### config.mk
export PLATFORM = sky130hd
export DESIGN_NAME = tx_pkt_sequencer
export DESIGN_NICKNAME = d
export VERILOG_FILES = /design/src/rtl/tx_pkt_sequencer.sv
export SDC_FILE = /design/constraint.sdc
export NUM_CORES = 1
export LEC_CHECK = 0
export ABC_AREA = 1
export BUFFER_PORTS_ARGS = -buffer_cell sky130_fd_sc_hd__buf_2
export CORE_MARGIN = 5
export CORE_UTILIZATION = 46
export DETAILED_ROUTE_END_ITERATION = 12
export PLACE_DENSITY = 0.66
export REMOVE_ABC_BUFFERS = 1
export SYNTH_ARGS = -nofsm -noshare
export SYNTH_HDL_FRONTEND = slang
export SYNTH_SLANG_ARGS = --single-unit
### constraint.sdc
create_clock -name i_clk -period 2 [get_ports i_clk]
set_input_delay 0.2 -clock i_clk [delete_from_list [all_inputs] [get_ports i_clk]]
set_output_delay 0.2 -clock i_clk [all_outputs]
set_load 0.01 [all_outputs]
### src/rtl/tx_pkt_sequencer.sv
// tx_pkt_sequencer
//   Sequences one USB full-speed transmit packet: SYNC, PID, optional payload
//   with CRC16, then EOP. It drives the bit timer and shift-register load
//   strobe, pops payload bytes from the tx FIFO and accumulates the CRC16.
//
// Ports
//   i_clk, i_rst            clock, synchronous active-high reset
//   i_start                 packet request (sampled only while idle)
//   i_pkt_data              1 = data packet, 0 = handshake (PID only)
//   i_pid, i_data_len       PID nibble and payload byte count, sampled with i_start
//   i_abort                 abandon the packet and go straight to EOP
//   i_fifo_rdata/empty      head-of-FIFO byte and empty flag
//   o_fifo_pop              one-cycle pop strobe
//   i_shift_strobe          bit-period strobe from the timer
//   i_byte_complete         eighth-bit strobe from the timer
//   o_enable_timer          timer count enable
//   o_clear_timer           one-cycle timer / bit-counter clear
//   o_load_en, o_load_byte  shift-register load strobe and byte (LSB sent first)
//   o_send_eop              drive SE0 on the line
//   o_busy                  packet in progress
//   o_tx_done, o_tx_error   one-cycle completion / failure pulses
//
// Every output is a register, so each reaction is visible one cycle after the
// input that caused it.

module tx_pkt_sequencer #(
  parameter int LEN_W    = 7,
  parameter int EOP_BITS = 2
) (
  input  logic             i_clk,
  input  logic             i_rst,
  input  logic             i_start,
  input  logic             i_pkt_data,
  input  logic [3:0]       i_pid,
  input  logic [LEN_W-1:0] i_data_len,
  input  logic             i_abort,
  input  logic [7:0]       i_fifo_rdata,
  input  logic             i_fifo_empty,
  output logic             o_fifo_pop,
  input  logic             i_shift_strobe,
  input  logic             i_byte_complete,
  output logic             o_enable_timer,
  output logic             o_clear_timer,
  output logic             o_load_en,
  output logic [7:0]       o_load_byte,
  output logic             o_send_eop,
  output logic             o_busy,
  output logic             o_tx_done,
  output logic             o_tx_error
);

  localparam int            EW       = $clog2(EOP_BITS + 1);
  localparam logic [EW-1:0] EOP_LAST = EW'(EOP_BITS);

  typedef enum logic [2:0] {
    S_IDLE, S_SYNC, S_PID, S_DATA, S_CRC_LO, S_CRC_HI, S_EOP, S_DONE
  } state_t;

  state_t           r_state, w_state_next;
  logic [3:0]       r_pid, w_pid_next;
  logic             r_pkt_data, w_pkt_data_next;
  logic [LEN_W-1:0] r_len, w_len_next;
  logic [LEN_W-1:0] r_cnt, w_cnt_next;
  logic [15:0]      r_crc, w_crc_next;
  logic             r_err, w_err_next;
  logic [EW-1:0]    r_eop_cnt, w_eop_cnt_next;

  logic             r_fifo_pop, w_fifo_pop_next;
  logic             r_enable_timer, w_enable_timer_next;
  logic             r_clear_timer, w_clear_timer_next;
  logic             r_load_en, w_load_en_next;
  logic [7:0]       r_load_byte, w_load_byte_next;
  logic             r_send_eop, w_send_eop_next;
  logic             r_busy, w_busy_next;
  logic             r_tx_done, w_tx_done_next;
  logic             r_tx_error, w_tx_error_next;

  logic             w_in_body;
  logic             w_need_byte;

  // CRC16 (reflected 0xA001) advanced by one byte, LSB first.
  function automatic logic [15:0] crc16_byte(input logic [15:0] c, input logic [7:0] d);
    logic [15:0] x;
    x = c ^ {8'h00, d};
    for (int i = 0; i < 8; i++) begin
      x = x[0] ? ((x >> 1) ^ 16'hA001) : (x >> 1);
    end
    return x;
  endfunction

  always_comb begin
    w_state_next       = r_state;
    w_pid_next         = r_pid;
    w_pkt_data_next    = r_pkt_data;
    w_len_next         = r_len;
    w_cnt_next         = r_cnt;
    w_crc_next         = r_crc;
    w_err_next         = r_err;
    w_eop_cnt_next     = r_eop_cnt;
    w_fifo_pop_next    = 1'b0;
    w_clear_timer_next = 1'b0;
    w_load_en_next     = 1'b0;
    w_load_byte_next   = r_load_byte;
    w_tx_done_next     = 1'b0;
    w_tx_error_next    = 1'b0;
    w_need_byte        = 1'b0;

    w_in_body = (r_state inside {S_SYNC, S_PID, S_DATA, S_CRC_LO, S_CRC_HI});

    // Abort takes priority over a coincident byte_complete, so no pop or load.
    if (w_in_body && i_abort) begin
      w_err_next      = 1'b1;
      w_tx_error_next = 1'b1;
      w_state_next    = S_EOP;
    end else begin
      case (r_state)
        S_IDLE: begin
          if (i_start) begin
            w_pid_next         = i_pid;
            w_pkt_data_next    = i_pkt_data;
            w_len_next         = i_data_len;
            w_cnt_next         = '0;
            w_crc_next         = 16'hFFFF;
            w_err_next         = 1'b0;
            w_clear_timer_next = 1'b1;
            w_load_en_next     = 1'b1;
            w_load_byte_next   = 8'h80;
            w_state_next       = S_SYNC;
          end
        end
        S_SYNC: begin
          if (i_byte_complete) begin
            w_load_en_next   = 1'b1;
            w_load_byte_next = {~r_pid, r_pid};
            w_state_next     = S_PID;
          end
        end
        S_PID: begin
          if (i_byte_complete) begin
            if (!r_pkt_data) begin
              w_state_next = S_EOP;
            end else if (r_len == '0) begin
              w_load_en_next   = 1'b1;
              w_load_byte_next = ~r_crc[7:0];
              w_state_next     = S_CRC_LO;
            end else begin
              w_need_byte = 1'b1;
            end
          end
        end
        S_DATA: begin
          if (i_byte_complete) begin
            if (r_cnt == r_len) begin
              // r_crc already includes the last popped byte here.
              w_load_en_next   = 1'b1;
              w_load_byte_next = ~r_crc[7:0];
              w_state_next     = S_CRC_LO;
            end else begin
              w_need_byte = 1'b1;
            end
          end
        end
        S_CRC_LO: begin
          if (i_byte_complete) begin
            w_load_en_next   = 1'b1;
            w_load_byte_next = ~r_crc[15:8];
            w_state_next     = S_CRC_HI;
          end
        end
        S_CRC_HI: begin
          if (i_byte_complete) begin
            w_state_next = S_EOP;
          end
        end
        S_EOP: begin
          // EOP_BITS strobes of SE0, then one more strobe of J before DONE.
          if (i_shift_strobe) begin
            if (r_eop_cnt == EOP_LAST) begin
              w_state_next   = S_DONE;
              w_tx_done_next = !r_err;
            end else begin
              w_eop_cnt_next = r_eop_cnt + EW'(1);
            end
          end
        end
        S_DONE: begin
          w_state_next = S_IDLE;
        end
        default: begin
          w_state_next = S_IDLE;
        end
      endcase

      // Shared payload fetch for the first and subsequent data bytes.
      if (w_need_byte) begin
        if (!i_fifo_empty) begin
          w_fifo_pop_next  = 1'b1;
          w_load_en_next   = 1'b1;
          w_load_byte_next = i_fifo_rdata;
          w_crc_next       = crc16_byte(r_crc, i_fifo_rdata);
          w_cnt_next       = r_cnt + LEN_W'(1);
          w_state_next     = S_DATA;
        end else begin
          w_err_next      = 1'b1;
          w_tx_error_next = 1'b1;
          w_state_next    = S_EOP;
        end
      end
    end

    // The EOP bit counter restarts on every entry into EOP.
    if (r_state != S_EOP) begin
      w_eop_cnt_next = '0;
    end

    w_enable_timer_next = (w_state_next inside {S_SYNC, S_PID, S_DATA, S_CRC_LO, S_CRC_HI, S_EOP});
    w_busy_next         = (w_state_next != S_IDLE);
    w_send_eop_next     = (w_state_next == S_EOP) && (w_eop_cnt_next != EOP_LAST);
  end

  always_ff @(posedge i_clk) begin
    if (i_rst) begin
      r_state        <= S_IDLE;
      r_pid          <= 4'h0;
      r_pkt_data     <= 1'b0;
      r_len          <= '0;
      r_cnt          <= '0;
      r_crc          <= 16'hFFFF;
      r_err          <= 1'b0;
      r_eop_cnt      <= '0;
      r_fifo_pop     <= 1'b0;
      r_enable_timer <= 1'b0;
      r_clear_timer  <= 1'b0;
      r_load_en      <= 1'b0;
      r_load_byte    <= 8'h00;
      r_send_eop     <= 1'b0;
      r_busy         <= 1'b0;
      r_tx_done      <= 1'b0;
      r_tx_error     <= 1'b0;
    end else begin
      r_state        <= w_state_next;
      r_pid          <= w_pid_next;
      r_pkt_data     <= w_pkt_data_next;
      r_len          <= w_len_next;
      r_cnt          <= w_cnt_next;
      r_crc          <= w_crc_next;
      r_err          <= w_err_next;
      r_eop_cnt      <= w_eop_cnt_next;
      r_fifo_pop     <= w_fifo_pop_next;
      r_enable_timer <= w_enable_timer_next;
      r_clear_timer  <= w_clear_timer_next;
      r_load_en      <= w_load_en_next;
      r_load_byte    <= w_load_byte_next;
      r_send_eop     <= w_send_eop_next;
      r_busy         <= w_busy_next;
      r_tx_done      <= w_tx_done_next;
      r_tx_error     <= w_tx_error_next;
    end
  end

  assign o_fifo_pop     = r_fifo_pop;
  assign o_enable_timer = r_enable_timer;
  assign o_clear_timer  = r_clear_timer;
  assign o_load_en      = r_load_en;
  assign o_load_byte    = r_load_byte;
  assign o_send_eop     = r_send_eop;
  assign o_busy         = r_busy;
  assign o_tx_done      = r_tx_done;
  assign o_tx_error     = r_tx_error;

endmodule

==> run summary <==
Status: complete, no violations
CP Data Arrival Time: 2.14 ns
Worst skew pair latency: 0.35 ns
Starting Density: 47.6%
Yosys warnings: 0
Final worst-path setup slack: 0.103 ns
CTS Hold Bufs: 0
GR Util met2: 34.9%
Fin. Hold Viols: 0
Syn Area/Cell: 6.32 sq um
Placer Congestion: 0.954
Largest net degree at the start of global routing: 22
Hold Crit Class: input port to flip-flop
Die Y-Extent: 96.8 um
Max incr delay on CP: 0.33 ns
Row count: 31
Layout cells sized above 1: 18.6%
Post-Syn Area: 3470 sq um
Layout Cells excl Fill: 713
Die width: 96.8 um
Async set-reset flop share out of synthesis: 0%
Vias after detailed routing: 3755
Max_slew headroom: 71.4%
Vias in the first global route: 3354
Worst endpoint required time: 2.24 ns
TritonCTS clock tree: built
Final Skew: 0.00742 ns
DR DRC count: 0
Crit path cell chain: inv_2 > nand3_4 > inv_2 > o21ai_1 > a21oi_2 > nand2_2 > nor2_4 > inv_6 > o21ai_0 > inv_1 > nand2_1 > nand2_1
Commonest cells in the netlist: nand2_1, inv_1, dfxtp_1
Setup TNS: 0 ns
Met3 GRT Util: 4.82%
Total CTS buffers: 9
Post-DP HPWL: 7670 um
Max Cap Viol: 0
# nets final: 641
Max H-tree Level: 3
DP Area: 3850 sq um
Antenna viol nets, final: 0
Static Leak: 2.06 nW
Post-Place Cells: 691
Netlist cell types: 40
Sink Count: 57
Post-Syn Instances: 549
Initial antenna violation count: 0
Top Usage Layer GRT: met2
Seq/Total Area, Yosys: 32.9%
Dominant synthesized flop cell: dfxtp_1
Slew at the pin with the worst max-slew slack: 0.426 ns
Synth top area cells: dfxtp_1, nand2_1, inv_1, o21ai_0, nand3_1
Total power draw: 4.67 mW
Ant diodes: 0
Yosys reg bits: 57
Clock-pin slew on the worst setup and hold paths: 0.06 ns
Routed wire length: 10200 um
IO buf count: 42
Synth top area share: 32.9%
Crit end category: flip-flop
Vias per cell: 5.27
Area Overhead vs Synth: 18.4%
Slew Viols, Final: 0
Peak VDD IR: 524 uV
Placeable Area: 7290 sq um
Boundary pin count: 43
CTS max path bufs: 2
Worst hold slack: 0.0828 ns
Count leader, synth: nand2_1
Critical path's slowest cell: dfxtp_1
Period minus WS final: 1.90 ns
EDFF count, synth: 0
GRT Residual Overflow: 0
Part of the cycle the worst path needs: 94.9%
Post-synth top area cell: dfxtp_1
Pwr dens: 1140 nW/um^2
Crit Path Max Fanout: 17
Setup WS pre-CTS: 0.0350 ns
Met1 Track Usage GR: 28.5%
Post-route design area: 4110 sq um
First-pass GRT wire length: 16600 um
Final Util: 56.3%
# setup viols final: 0
GRT Total Usage: 21.6%
DRT Pass-1 Iters: 5
Routed WL per cell: 14.4 um
Max Clk Rate: 527 MHz
DR iter-0 viols: 302
Crit path kind: flip-flop to flip-flop
Root Driver: clkbuf_8
Die area: 9380 sq um
CP Launch Type: flip-flop
[layout make-up]
| class | count | area, sq um |
|---|---|---|
| multi-input cells | 398 | 1970 |
| flip-flops and latches | 57 | 1150 |
| clock buffers | 14 | 163 |
| inverters | 76 | 290 |
| repair buffers | 69 | 413 |
| fillers | 772 | 3190 |
| well taps | 99 | 124 |
[layer usage]
layer / vias up / part of all wire (%) / wire (um)
met2: 134 / 47 / 4820
li1: 1904 / - / -
met5: - / 0 / 0
met1: 1696 / 45 / 4620
met4: 0 / 2.1 / 216
met3: 21 / 5.8 / 592
[cells in the final DEF, fill, tap and decap left out, types with 5 or more instances in the layout]
| cell type | count |
|---|---|
| o21ai_0 | 38 |
| o21ai_1 | 13 |
| nand4_1 | 5 |
| o22ai_1 | 6 |
| nor3_1 | 11 |
| inv_1 | 65 |
| nor2_1 | 44 |
| o211ai_1 | 7 |
| nand2_1 | 153 |
| xnor2_1 | 8 |
| buf_2 | 42 |
| xor2_1 | 5 |
| nand3_1 | 35 |
| a21oi_1 | 33 |
| dfxtp_1 | 53 |
| buf_4 | 27 |
| inv_2 | 10 |
| clkbuf_8 | 11 |
[worst max-delay path, delay by kind of cell, from the launching register on]
kind	cells	cell delay, ns
AO/OA/AOI/OAI	3	0.44
buffers and inverters	4	0.42
flip-flops	1	0.33
AND/OR/NAND/NOR	5	0.61
[path summary, 6_finish.rpt]
check	from	cells past startpoint	slack, ns	to
worst max-delay path	r_state[2]	12	0.10	o_load_byte[2]
worst min-delay path	i_pkt_data	3	0.08	r_pkt_data
worst max register to register	r_state[2]	12	0.10	o_load_byte[2]
worst min register to register	r_err	1	0.44	o_tx_done
[power by group]
group	total (mW)	internal [mW]	switching, mW
logic	2.18	0.759	1.42
clock network	0.944	0.505	0.439
registers	1.55	1.37	0.182
total	4.67	2.63	2.04
[sequential cells by signal, indices dropped and copies added (netlist names)]
name            count
o_tx_error          1
r_cnt               7
r_state             3
r_pkt_data          1
r_eop_cnt           2
o_tx_done           1
r_len               7
o_clear_timer       1
o_enable_timer      1
o_send_eop          1
o_busy              1
o_load_byte         8
o_fifo_pop          1
r_crc              16
r_pid               4
o_load_en           1
r_err               1
[kinds of logic (layout without fill, tap and decap cells)]
kind of cell / Yosys count / after routing / synth area share [%]
compound gates: 116 / 116 / 19.1
simple gates: 266 / 266 / 32.5
buf+inv: 94 / 159 / 11.2
xor+xnor: 13 / 13 / 3.28
fa+ha+maj: 3 / 3 / 1.08
flops: 57 / 57 / 32.9
[what timing repair did]
action	4_1_cts	5_1_grt
resized for setup	0	11
endpoints found under the setup margin	0	27
buffers inserted	0	8
Power figures use the tool's default switching activity.
